$ cat src/rtl/uart_tx_nedge.sv
// UART-style frame transmitter: start bit, LSB-first data, optional parity, stop bit(s).
// All state lives in negative-edge flops; outputs come straight from registers.
module uart_tx_nedge #(
  parameter int unsigned DATA_W       = 8,
  parameter int unsigned CLKS_PER_BIT = 4,
  parameter bit          PARITY_EN    = 1'b0,
  parameter bit          PARITY_ODD   = 1'b0,
  parameter int unsigned STOP_BITS    = 1
) (
  input  logic              clk,
  input  logic              rst_n,
  input  logic [DATA_W-1:0] tx_data,
  input  logic              tx_valid,
  output logic              tx_ready,
  output logic              tx,
  output logic              tx_busy
);

  localparam int unsigned StopCycles = STOP_BITS * CLKS_PER_BIT;
  localparam int unsigned CycW       = $clog2(StopCycles + 1);
  localparam int unsigned BitW       = $clog2(DATA_W + 1);

  localparam logic [CycW-1:0] BitLast  = CycW'(CLKS_PER_BIT - 1);
  localparam logic [CycW-1:0] StopLast = CycW'(StopCycles - 1);
  localparam logic [BitW-1:0] DataLast = BitW'(DATA_W - 1);

  typedef enum logic [2:0] {StIdle, StStart, StData, StParity, StStop} state_e;

  state_e            state_q, state_d;
  logic [CycW-1:0]   cyc_q, cyc_d;
  logic [BitW-1:0]   bit_q, bit_d;
  logic [DATA_W-1:0] shift_q, shift_d;
  logic              par_q, par_d;
  logic              tx_q, tx_d;
  logic              ready_q, ready_d;
  logic              busy_q, busy_d;
  logic              accept;
  logic              bit_done;

  assign bit_done = (cyc_q == BitLast);

  always_comb begin
    state_d = state_q;
    cyc_d   = cyc_q;
    bit_d   = bit_q;
    shift_d = shift_q;
    par_d   = par_q;
    tx_d    = tx_q;
    ready_d = ready_q;
    busy_d  = busy_q;
    accept  = 1'b0;

    unique case (state_q)
      StIdle: begin
        if (tx_valid) accept = 1'b1;
      end
      StStart: begin
        if (bit_done) begin
          state_d = StData;
          cyc_d   = '0;
          bit_d   = '0;
          tx_d    = shift_q[0];
          shift_d = shift_q >> 1;
        end else begin
          cyc_d = cyc_q + CycW'(1);
        end
      end
      StData: begin
        if (bit_done) begin
          cyc_d = '0;
          if (bit_q == DataLast) begin
            if (PARITY_EN) begin
              state_d = StParity;
              tx_d    = par_q;
            end else begin
              state_d = StStop;
              tx_d    = 1'b1;
            end
          end else begin
            bit_d   = bit_q + BitW'(1);
            tx_d    = shift_q[0];
            shift_d = shift_q >> 1;
          end
        end else begin
          cyc_d = cyc_q + CycW'(1);
        end
      end
      StParity: begin
        if (bit_done) begin
          state_d = StStop;
          cyc_d   = '0;
          tx_d    = 1'b1;
        end else begin
          cyc_d = cyc_q + CycW'(1);
        end
      end
      StStop: begin
        if (cyc_q == StopLast) begin
          // A waiting word starts right here so the next start bit abuts this stop bit.
          if (tx_valid) begin
            accept = 1'b1;
          end else begin
            state_d = StIdle;
            cyc_d   = '0;
            ready_d = 1'b1;
            busy_d  = 1'b0;
          end
        end else begin
          cyc_d = cyc_q + CycW'(1);
        end
      end
      default: begin
        state_d = StIdle;
      end
    endcase

    if (accept) begin
      state_d = StStart;
      cyc_d   = '0;
      bit_d   = '0;
      shift_d = tx_data;
      par_d   = (^tx_data) ^ PARITY_ODD;
      tx_d    = 1'b0;
      ready_d = 1'b0;
      busy_d  = 1'b1;
    end
  end

  always_ff @(negedge clk) begin
    if (!rst_n) begin
      state_q <= StIdle;
      cyc_q   <= '0;
      bit_q   <= '0;
      shift_q <= '0;
      par_q   <= 1'b0;
      tx_q    <= 1'b1;
      ready_q <= 1'b1;
      busy_q  <= 1'b0;
    end else begin
      state_q <= state_d;
      cyc_q   <= cyc_d;
      bit_q   <= bit_d;
      shift_q <= shift_d;
      par_q   <= par_d;
      tx_q    <= tx_d;
      ready_q <= ready_d;
      busy_q  <= busy_d;
    end
  end

  assign tx       = tx_q;
  assign tx_ready = ready_q;
  assign tx_busy  = busy_q;

endmodule

$ cat config.mk
export PLATFORM = sky130hd
export DESIGN_NAME = uart_tx_nedge
export DESIGN_NICKNAME = d
export VERILOG_FILES = /design/src/rtl/uart_tx_nedge.sv
export SDC_FILE = /design/constraint.sdc
export NUM_CORES = 1
export LEC_CHECK = 0
export ABC_AREA = 1
export CAP_MARGIN = 0
export CORE_ASPECT_RATIO = 1.25
export CORE_MARGIN = 3
export CORE_UTILIZATION = 53
export CTS_CLUSTER_DIAMETER = 50
export DETAILED_ROUTE_END_ITERATION = 12
export GPL_TIMING_DRIVEN = 0
export PLACE_DENSITY = 0.77
export SYNTH_ARGS = -nofsm -noshare
export SYNTH_HDL_FRONTEND = slang
export SYNTH_SLANG_ARGS = --single-unit
$ cat constraint.sdc
create_clock -name clk -period 1.62 [get_ports clk]
set_input_delay 0.486 -clock clk [delete_from_list [all_inputs] [get_ports clk]]
set_output_delay 0.486 -clock clk [all_outputs]
set_load 0.005 [all_outputs]
==> results of run 1 <==
sequential cells by signal, indices dropped and copies added (netlist names):
name      flops
tx_busy       1
tx            1
state_q       3
bit_q         4
shift_q       8
tx_ready      1
cyc_q         3
synth_stat cells (all sizes together):
library cell / n / area share, %
clkinv: 1 / 0.33
nand2: 65 / 24
dfxtp: 21 / 37
nor2: 20 / 7.8
buf: 4 / 4.0
ha: 2 / 2.2
a211oi: 1 / 0.67
nand3: 17 / 8.7
nand3b: 2 / 1.3
o211ai: 1 / 0.67
o21ai: 2 / 0.89
a21oi: 19 / 8.4
inv: 11 / 3.7
layout make-up:
type	instances	area [um^2]	area share, %
multi-input combinational	129	871	46.3
sequential	21	425	22.6
timing repair buffer	26	299	15.9
clock inverter	22	109	5.79
inverter	11	66.3	3.53
buffer	4	62.6	3.33
tap	20	25.0	1.33
clock buffer	3	22.5	1.20
through the flow:
step / instances / utilization (%) / power [mW] / worst slack (ps) / area, um^2
3_5_place_dp: 199 / 67.0 / 0.832 / -1140 / 1340
5_1_grt: 236 / 93.8 / 1.69 / -545 / 1880
3_3_place_gp: 199 / 67.0 / 0.826 / -1120 / 1340
6_report: 236 / 93.8 / 1.63 / -536 / 1880
2_1_floorplan: 166 / - / 0.767 / -378 / 1190
4_1_cts: 235 / 87.4 / 1.48 / -481 / 1750
layer usage:
metal | GRT usage, % | up-vias | routed length (um)
met5 | 0 | - | 0
met4 | 23.3 | 0 | 374
met3 | 8.83 | 43 | 363
met2 | 50.4 | 113 | 2530
met1 | 27.0 | 712 | 1690
li1 | - | 640 | -
tightest hold or removal path, cell delays in order (launching register included):
cell	delay (ps)
dfxtp_1	310
inv_2	70
a211oi_2	40
cells in the final DEF (no fill, tap or decap), types with 3 or more instances in the layout:
master / count
nand2_1: 42
inv_1: 24
dfxtp_1: 17
nand2_2: 16
nor2_1: 14
a21oi_2: 13
buf_6: 12
nand3_1: 8
clkdlybuf4s50_1: 8
nand3_2: 6
inv_2: 5
nand2_4: 5
nor2_4: 4
a21oi_1: 4
dfxtp_2: 4
nand3_4: 3
clkbuf_4: 3
power by group through the flow:
stage               logic (mW)  registers [mW]  clock network [mW]
floorplan                0.121           0.563              0.0831
global placement         0.180           0.563              0.0831
detailed placement       0.185           0.564              0.0831
CTS                      0.290           0.557               0.633
global route             0.379           0.562               0.752
finish                   0.362           0.562               0.706
repair_timing:
item | in CTS | in global routing
hold buffers | 0 | 0
gates resized for setup | 67 | 32
gates cloned | 2 | 0
setup buffers | 10 | 2
pin swaps | 15 | 17
endpoints found under the setup margin | 24 | 24
worst max-delay path by stage:
stage,startpoint,endpoint,slack (ps),cells after the start
final,tx_ready,tx_ready,-540,1
after global routing,tx_ready,tx_ready,-550,1
after CTS,tx_busy,tx_busy,-480,1
after detailed placement,tx_valid,shift_q[2],-1140,8
after global placement,tx_valid,shift_q[2],-1120,8
after floorplan,tx_valid,tx,-380,7
kinds of logic (layout without fill, tap and decap cells):
logic type / count (synthesis) / count (layout)
adder cells (fa/ha/maj): 2 / 2
AO/OA/AOI/OAI: 23 / 23
flip-flops: 21 / 21
AND/OR/NAND/NOR: 104 / 104
buffers and inverters: 16 / 66
==> flow_summary_export.csv, run 1 <==
group,metric,value,unit
sta,slew_headroom,72.4,%
sta,fin_skew,31.1,ps
setup_path,rrSetupSlack,-230,ps
sta,setup_violations,24,
yosys,ys_types,19,
cts,clock-root-buffer,"clkbuf_4",
cts,path_clk_slew,70,ps
pwr,intPower,1.03,mW
grt,grt_use_total,29.6,%
yosys,muxShareOfSynthArea,0,%
layout,nFillCells,63,
pwr,max-vdd-ir-drop,0.930,mV
floorplan,ios,14,
sta,setup-tns-final,-4480,ps
floorplan,die_y,57.6,um
yosys,synth_xor_area_share,0,%
floorplan,row_count,18,
floorplan,die_width,47.3,um
sta,rsz0062_at_grt,"true",
yosys,synth_top_family_by_area,"simple AND/OR/NAND/NOR gates",
setup_path,r2r-end,"shift_q[1]",
floorplan,start_util,56.2,%
yosys,synth_cells,166,
route,via_per_inst,6.39,
min_path,holdPathEnd,"cyc_q[2]",
min_path,hold_class,"flop to flop",
route,drt-wirelength-per-cell,21.0,um
setup_path,cp_data_arrival_time,1670,ps
yosys,synth.avg_cell_area,6.79,um^2
route,route.detailed.drc,0,
placement,place_hpwl,1790,um
cts,clock-sinks,21,
setup_path,worstRegToRegCells,10,
pwr,power_switching,0.600,mW
placement,gp_congestion,0.878,
sta,slew_viol_final,0,
setup_path,cp_num_buf_inv,1,
setup_path,cp_slowest_cell,"dfxtp_2",
setup_path,crit_fanout,2,
floorplan,dieArea,2720,um^2
pwr,comb_power_share,22.2,%
route,routed_wl,4950,um
floorplan,coreArea,2000,um^2
yosys,synth_area,1130,um^2
sta,setup_ws,-536,ps
yosys,synth-simple-area-share,41.8,%
setup_path,cpPeakStageDelay,340,ps
setup_path,startpoint_type,"flop",
pwr,pwr-share-clk,43.3,%
min_path,worstHoldStart,"cyc_q[2]",
run_status,violations,"setup timing",
sta,whs,455,ps
grt,grt_max_degree,13,
cts,h-tree-depth,1,
setup_path,crit_path_end_kind,"primary output",
layout,drive_gt1_share,44.0,%
sta,worst_pin_slew,413,ps
cts,cts_buffer_depth,2,
grt,grt_pass1_vias,1418,
cts,cts_made_buffers,3,
yosys,syn-num-nets,179,
pwr,swShare,36.8,%
pwr,seqPwrFrac,34.5,%
setup_path,crit_type,"flop to primary output",
grt,grt-ovfl-total,0,
setup_path,crit_family,"flip-flops",
layout,n_antenna_cell,0,
pwr,power_density,867,nW/um^2
route,firstDrtPassIters,5,
layout,area_delta_synth_final,66.8,%
yosys,synth_seq_area_share,37.3,%
grt,grt_pass1_wl,5870,um
yosys,synth-seq-cells,21,
yosys,synth_fa_ha_area_share,2.22,%
yosys,yosys_warnings,0,
min_path,hold_depth,2,
route,vias,1508,
cts,clkLatencyLatePin,420,ps
setup_path,cp_cell_sequence,"buf_2",
route,drtIter0Drc,131,
grt,antenna_found_initial,0,
sta,finalHoldViolCount,0,
layout,final_net_count,230,
setup_path,worstReg2RegStart,"cyc_q[0]",
run_status,status,"complete, but fails checks",
setup_path,required,1130,ps
placement,port_buffers,13,
route,drtAntennaViolNets,0,
cts,cts_tree,"done",
yosys,synth-compound-area-share,10.7,%
job,maxCapViolations,0,
pwr,p_leak,0.821,nW
Power figures use the tool's default switching activity.
==> run 2: changes to the inputs <==
--- a/config.mk
+++ b/config.mk
@@ -12,8 +12,7 @@
 export CORE_UTILIZATION = 53
 export CTS_CLUSTER_DIAMETER = 50
 export DETAILED_ROUTE_END_ITERATION = 12
-export GPL_TIMING_DRIVEN = 0
-export PLACE_DENSITY = 0.77
+export PLACE_DENSITY = 0.73
 export SYNTH_ARGS = -nofsm -noshare
 export SYNTH_HDL_FRONTEND = slang
 export SYNTH_SLANG_ARGS = --single-unit
==> run 2 against run 1 <==
The flow still finishes with violations (setup timing); combinational power is 20% lower; critical path depth unchanged; worst setup slack better by 28 ps; register-to-register slack gained 240 ps; design area decreased by 6.7%; sequential power hardly changed; core utilization down 6.3 points; largest cell class unchanged; largest power group unchanged.
==> flow_summary_export.csv, run 2 (synthesis results as in run 1) <==
group,metric,value,unit
sta,finalHoldViolCount,0,
job,maxCapViolations,0,
layout,nFillCells,107,
sta,slew_viol_final,0,
layout,layout_common_cells,"37 x nand2_1, 23 x inv_1, 22 x nand2_2, 17 x dfxtp_1, 14 x nor2_1",
setup_path,cp_data_arrival_time,1640,ps
setup_path,worstRegToRegCells,9,
route,vias,1295,
grt,grt_use_total,23.1,%
route,routed_wl,3200,um
grt,grtUsageMet2,39.5,%
layout,reg_top3,"shift_q (8), bit_q (4)",
setup_path,crit_family,"flip-flops",
sta,setup_violations,24,
setup_path,crit_fanout,2,
grt,grt_max_degree,13,
pwr,finalPower,1.48,mW
pwr,power_density,842,nW/um^2
placement,place_hpwl,1930,um
layout,final_net_count,230,
pwr,max-vdd-ir-drop,0.893,mV
sta,fin_skew,30.4,ps
layout,layout_commonest_cell,"nand2_1",
grt,grt-ovfl-total,0,
grt,grt_pass1_vias,1263,
setup_path,cp-endpoint,"tx",
floorplan,start_util,56.2,%
grt,antenna_found_initial,0,
layout,area_delta_synth_final,55.6,%
setup_path,crit_type,"flop to primary output",
route,firstDrtPassIters,4,
run_status,status,"complete, but fails checks",
pwr,p_leak,0.792,nW
layout,ff_latch_area,425,um^2
layout,n_antenna_cell,0,
floorplan,ios,14,
floorplan,dieArea,2720,um^2
cts,cts_buffer_depth,2,
floorplan,die_y,57.6,um
cts,clock-root-buffer,"clkbuf_4",
placement,port_buffers,13,
layout,largest-register,"shift_q",
placement,gp_congestion,0.889,
setup_path,cp_num_buf_inv,1,
grt,grt_most_used_layer,"met2",
setup_path,cp_cell_sequence,"buf_6",
layout,largest_reg_flops,8,
grt,grt_pass1_wl,4630,um
cts,clkLatencyLatePin,400,ps
grt,grtUsageMet3,6.31,%
sta,setup_ws,-508,ps
setup_path,required,1130,ps
setup_path,cp_slowest_cell,"dfxtp_2",
layout,drive_gt1_share,43.5,%
route,route.detailed.drc,0,
cts,path_clk_slew,50,ps
setup_path,crit_path_end_kind,"primary output",
setup_path,rrSetupSlack,10,ps
cts,clock-sinks,21,
layout,multi_input_area,820,um^2
route,drtAntennaViolNets,0,
min_path,hold_class,"flop to flop",
setup_path,worstReg2RegStart,"cyc_q[0]",
floorplan,row_count,18,
sta,worst_pin_slew,386,ps
sta,setup-tns-final,-3820,ps
setup_path,setup.worst_path.start,"tx",
setup_path,cpPeakStageDelay,320,ps
cts,cts_tree,"done",
floorplan,coreArea,2000,um^2
run_status,violations,"setup timing",
sta,rsz0062_at_grt,"true",
route,drtIter0Drc,32,
cts,cts_made_buffers,3,
cts,h-tree-depth,1,
route,via_per_inst,5.49,
setup_path,r2r-end,"shift_q[3]",
route,drt-wirelength-per-cell,13.6,um
sta,slew_headroom,74.2,%
setup_path,worst-path-stages,1,
grt,grtUsageMet1,21.2,%
floorplan,die_width,47.3,um
cts,hold_buffers,0,
setup_path,startpoint_type,"flop",
placement,pre_cts_slack,-1100,ps
-- run 2: tightest hold or removal path, cell delays in order, from the launching register on --
cell and delay, ps:
dfxtp_1 300, inv_2 60, a211oi_2 40
-- run 2: how the worst min path moves through the flow --
stage,to,start,depth (start not counted),slack (ps)
6_report,cyc_q[2],cyc_q[2],2,450
2_1_floorplan,cyc_q[2],cyc_q[2],2,420
3_5_place_dp,cyc_q[2],cyc_q[2],2,440
5_1_grt,cyc_q[2],cyc_q[2],2,460
4_1_cts,cyc_q[2],cyc_q[2],2,450
3_3_place_gp,cyc_q[2],cyc_q[2],2,430
-- run 2: per-stage QoR --
stage | cells | util (%) | instance area (um^2) | hold slack (ps)
2_1_floorplan | 166 | - | 1190 | 425
3_3_place_gp | 207 | 69.7 | 1400 | 432
3_5_place_dp | 207 | 69.7 | 1400 | 437
4_1_cts | 233 | 82.5 | 1650 | 445
5_1_grt | 236 | 87.5 | 1750 | 460
6_report | 236 | 87.5 | 1750 | 446
-- run 2: timing repair --
action                     CTS  global route
resized for setup           60            24
setup endpoints to repair   24            24
pin swaps                   16            15
setup buffers                2             4
-- run 2: layout make-up --
| class | instances | area share [%] |
|---|---|---|
| clock buffer | 3 | 1.28 |
| clock inverter | 22 | 6.21 |
| inverter | 11 | 3.35 |
| multi-input combinational | 129 | 46.7 |
| sequential | 21 | 24.3 |
| tap | 20 | 1.43 |
| timing repair buffer | 30 | 16.8 |
-- run 2: power breakdown --
| group | switching [mW] | total (mW) | leakage [nW] | internal, mW |
|---|---|---|---|---|
| sequential | 0.0173 | 0.559 | 0.171 | 0.542 |
| clock | 0.310 | 0.627 | 0.140 | 0.317 |
| combinational | 0.153 | 0.291 | 0.480 | 0.138 |
-- run 2: layer usage --
| metal | vias to the layer above | wire [um] |
|---|---|---|
| met4 | 0 | 77 |
| met5 | - | 0 |
| li1 | 635 | - |
| met1 | 617 | 1220 |
| met2 | 36 | 1760 |
| met3 | 7 | 150 |
==> run 3: changes to the inputs <==
--- a/config.mk
+++ b/config.mk
@@ -9,10 +9,10 @@
 export CAP_MARGIN = 0
 export CORE_ASPECT_RATIO = 1.25
 export CORE_MARGIN = 3
-export CORE_UTILIZATION = 53
+export CORE_UTILIZATION = 45
 export CTS_CLUSTER_DIAMETER = 50
 export DETAILED_ROUTE_END_ITERATION = 12
-export PLACE_DENSITY = 0.73
+export PLACE_DENSITY = 0.63
 export SYNTH_ARGS = -nofsm -noshare
 export SYNTH_HDL_FRONTEND = slang
 export SYNTH_SLANG_ARGS = --single-unit
==> run 3 against run 2 <==
The flow still finishes with violations (setup timing); core utilization fell by 8.2 points; clock power about the same; global-route usage is 2.1 points lower.
==> flow_summary_export.csv, run 3 (synthesis results as in run 1) <==
group,metric,value,unit
sta,slew_viol_final,0,
placement,port_buffers,13,
floorplan,die_y,62.0,um
route,drtIter0Drc,32,
setup_path,required,1130,ps
grt,grt_pass1_wl,5000,um
floorplan,coreArea,2280,um^2
layout,n_antenna_cell,0,
route,drtAntennaViolNets,0,
cts,clkLatencyLatePin,390,ps
placement,gp_congestion,0.818,
setup_path,cp_cell_sequence,"buf_6",
layout,largest-register,"shift_q",
route,via_per_inst,5.16,
sta,worst_pin_slew,395,ps
setup_path,crit_family,"flip-flops",
setup_path,cp_num_buf_inv,1,
route,routed_wl,3040,um
setup_path,crit_type,"flop to primary output",
setup_path,cpPeakStageDelay,330,ps
layout,fin_util,79.3,%
cts,clock-sinks,21,
min_path,hold_class,"flop to flop",
route,firstDrtPassIters,5,
grt,grt_max_degree,13,
pwr,finalPower,1.50,mW
setup_path,worst-path-stages,1,
floorplan,row_count,19,
layout,drive_gt1_share,39.9,%
layout,final_net_count,232,
sta,rsz0062_at_grt,"true",
grt,grt_pass1_vias,1220,
run_status,violations,"setup timing",
cts,hold_buffers,0,
layout,layout_commonest_cell,"nand2_1",
floorplan,die_width,50.8,um
min_path,hold_depth,2,
sta,finalHoldViolCount,0,
setup_path,crit_path_end_kind,"primary output",
sta,slew_headroom,73.6,%
route,vias,1285,
layout,nFillCells,165,
setup_path,crit_fanout,2,
run_status,status,"complete, but fails checks",
route,route.detailed.drc,0,
layout,layout_common_cells,"48 x nand2_1, 23 x inv_1, 18 x dfxtp_1, 14 x nor2_1",
cts,path_clk_slew,50,ps
setup_path,startpoint_type,"flop",
sta,fin_skew,16.3,ps
floorplan,start_util,49.4,%
layout,largest_reg_flops,8,
floorplan,ios,14,
layout,reg_top3,"shift_q (8), bit_q (4)",
placement,dp.cells,218,
sta,setup_ws,-493,ps
setup_path,cp_data_arrival_time,1630,ps
layout,area_delta_synth_final,60.5,%
cts,cts_tree,"done",
placement,place_hpwl,1830,um
grt,grt_use_total,21.0,%
layout,layout.cells.non_filler,249,
grt,grt-ovfl-total,0,
cts,h-tree-depth,1,
sta,setup_violations,23,
setup_path,cp_slowest_cell,"dfxtp_2",
cts,cts_made_buffers,3,
job,maxCapViolations,0,
setup_path,worstRegToRegCells,10,
pwr,p_leak,0.800,nW
pwr,power_density,826,nW/um^2
cts,cts_buffer_depth,2,
grt,antenna_found_initial,0,
route,drt-wirelength-per-cell,12.2,um
pwr,max-vdd-ir-drop,0.620,mV
cts,clock-root-buffer,"clkbuf_4",
floorplan,dieArea,3150,um^2
-- run 3: changes by cell type in the layout (fill, tap and decap cells not counted), sizes merged --
cell / delta
clkdlybuf4s50: -1
dlygate4sd2: +1
buf: +2
-- run 3: area by class of cell --
class                           count  area (um^2)  share of cell area [%]
Tap cell                           31         38.8                    2.14
Clock buffer                        3         22.5                    1.24
Clock inverter                     22          109                    6.02
Multi-Input combinational cell    129          813                    45.0
Inverter                           11         61.3                    3.39
Timing Repair Buffer               32          340                    18.8
Sequential cell                    21          424                    23.4
-- run 3: metrics by stage --
stage	TNS [ps]	hold WS [ps]	setup slack [ps]	cell area [um^2]
after floorplan	-5810	425	-378	1190
after global placement	-22420	431	-1070	1400
after detailed placement	-22630	432	-1100	1400
after CTS	-3410	449	-502	1730
after global routing	-4430	461	-527	1810
final	-4000	447	-493	1810
-- run 3: metal layers --
layer	global-route usage, %	vias up	routed length [um]
met5	0	-	0
met4	14.2	0	66
met3	5.73	8	129
met2	39.2	35	1720
met1	20.4	601	1120
li1	-	641	-
-- run 3: final timing paths --
check	startpoint	end	slack, ps
worst max-delay path	tx	tx	-490
worst min-delay path	cyc_q[2]	cyc_q[2]	450
worst max register to register	cyc_q[0]	shift_q[6]	-20
worst min register to register	cyc_q[2]	cyc_q[2]	450
-- run 3: worst min-delay path, delay by kind of cell (launching register included) --
family,cells,cell delay [ps]
DFF,1,300
buffers and inverters,1,60
AOI/OAI and AO/OA,1,40
-- run 3: repair_timing --
item                                    4_1_cts  5_1_grt
gates resized for setup                      70       16
buffers inserted                              5        2
pin swaps                                     9       14
hold endpoints to repair                      0        0
endpoints found under the setup margin       24       23
-- run 3: power by group --
| part | internal [mW] | switching [mW] |
|---|---|---|
| clock | 0.317 | 0.313 |
| combinational | 0.157 | 0.151 |
| sequential | 0.541 | 0.0162 |
| total | 1.02 | 0.480 |
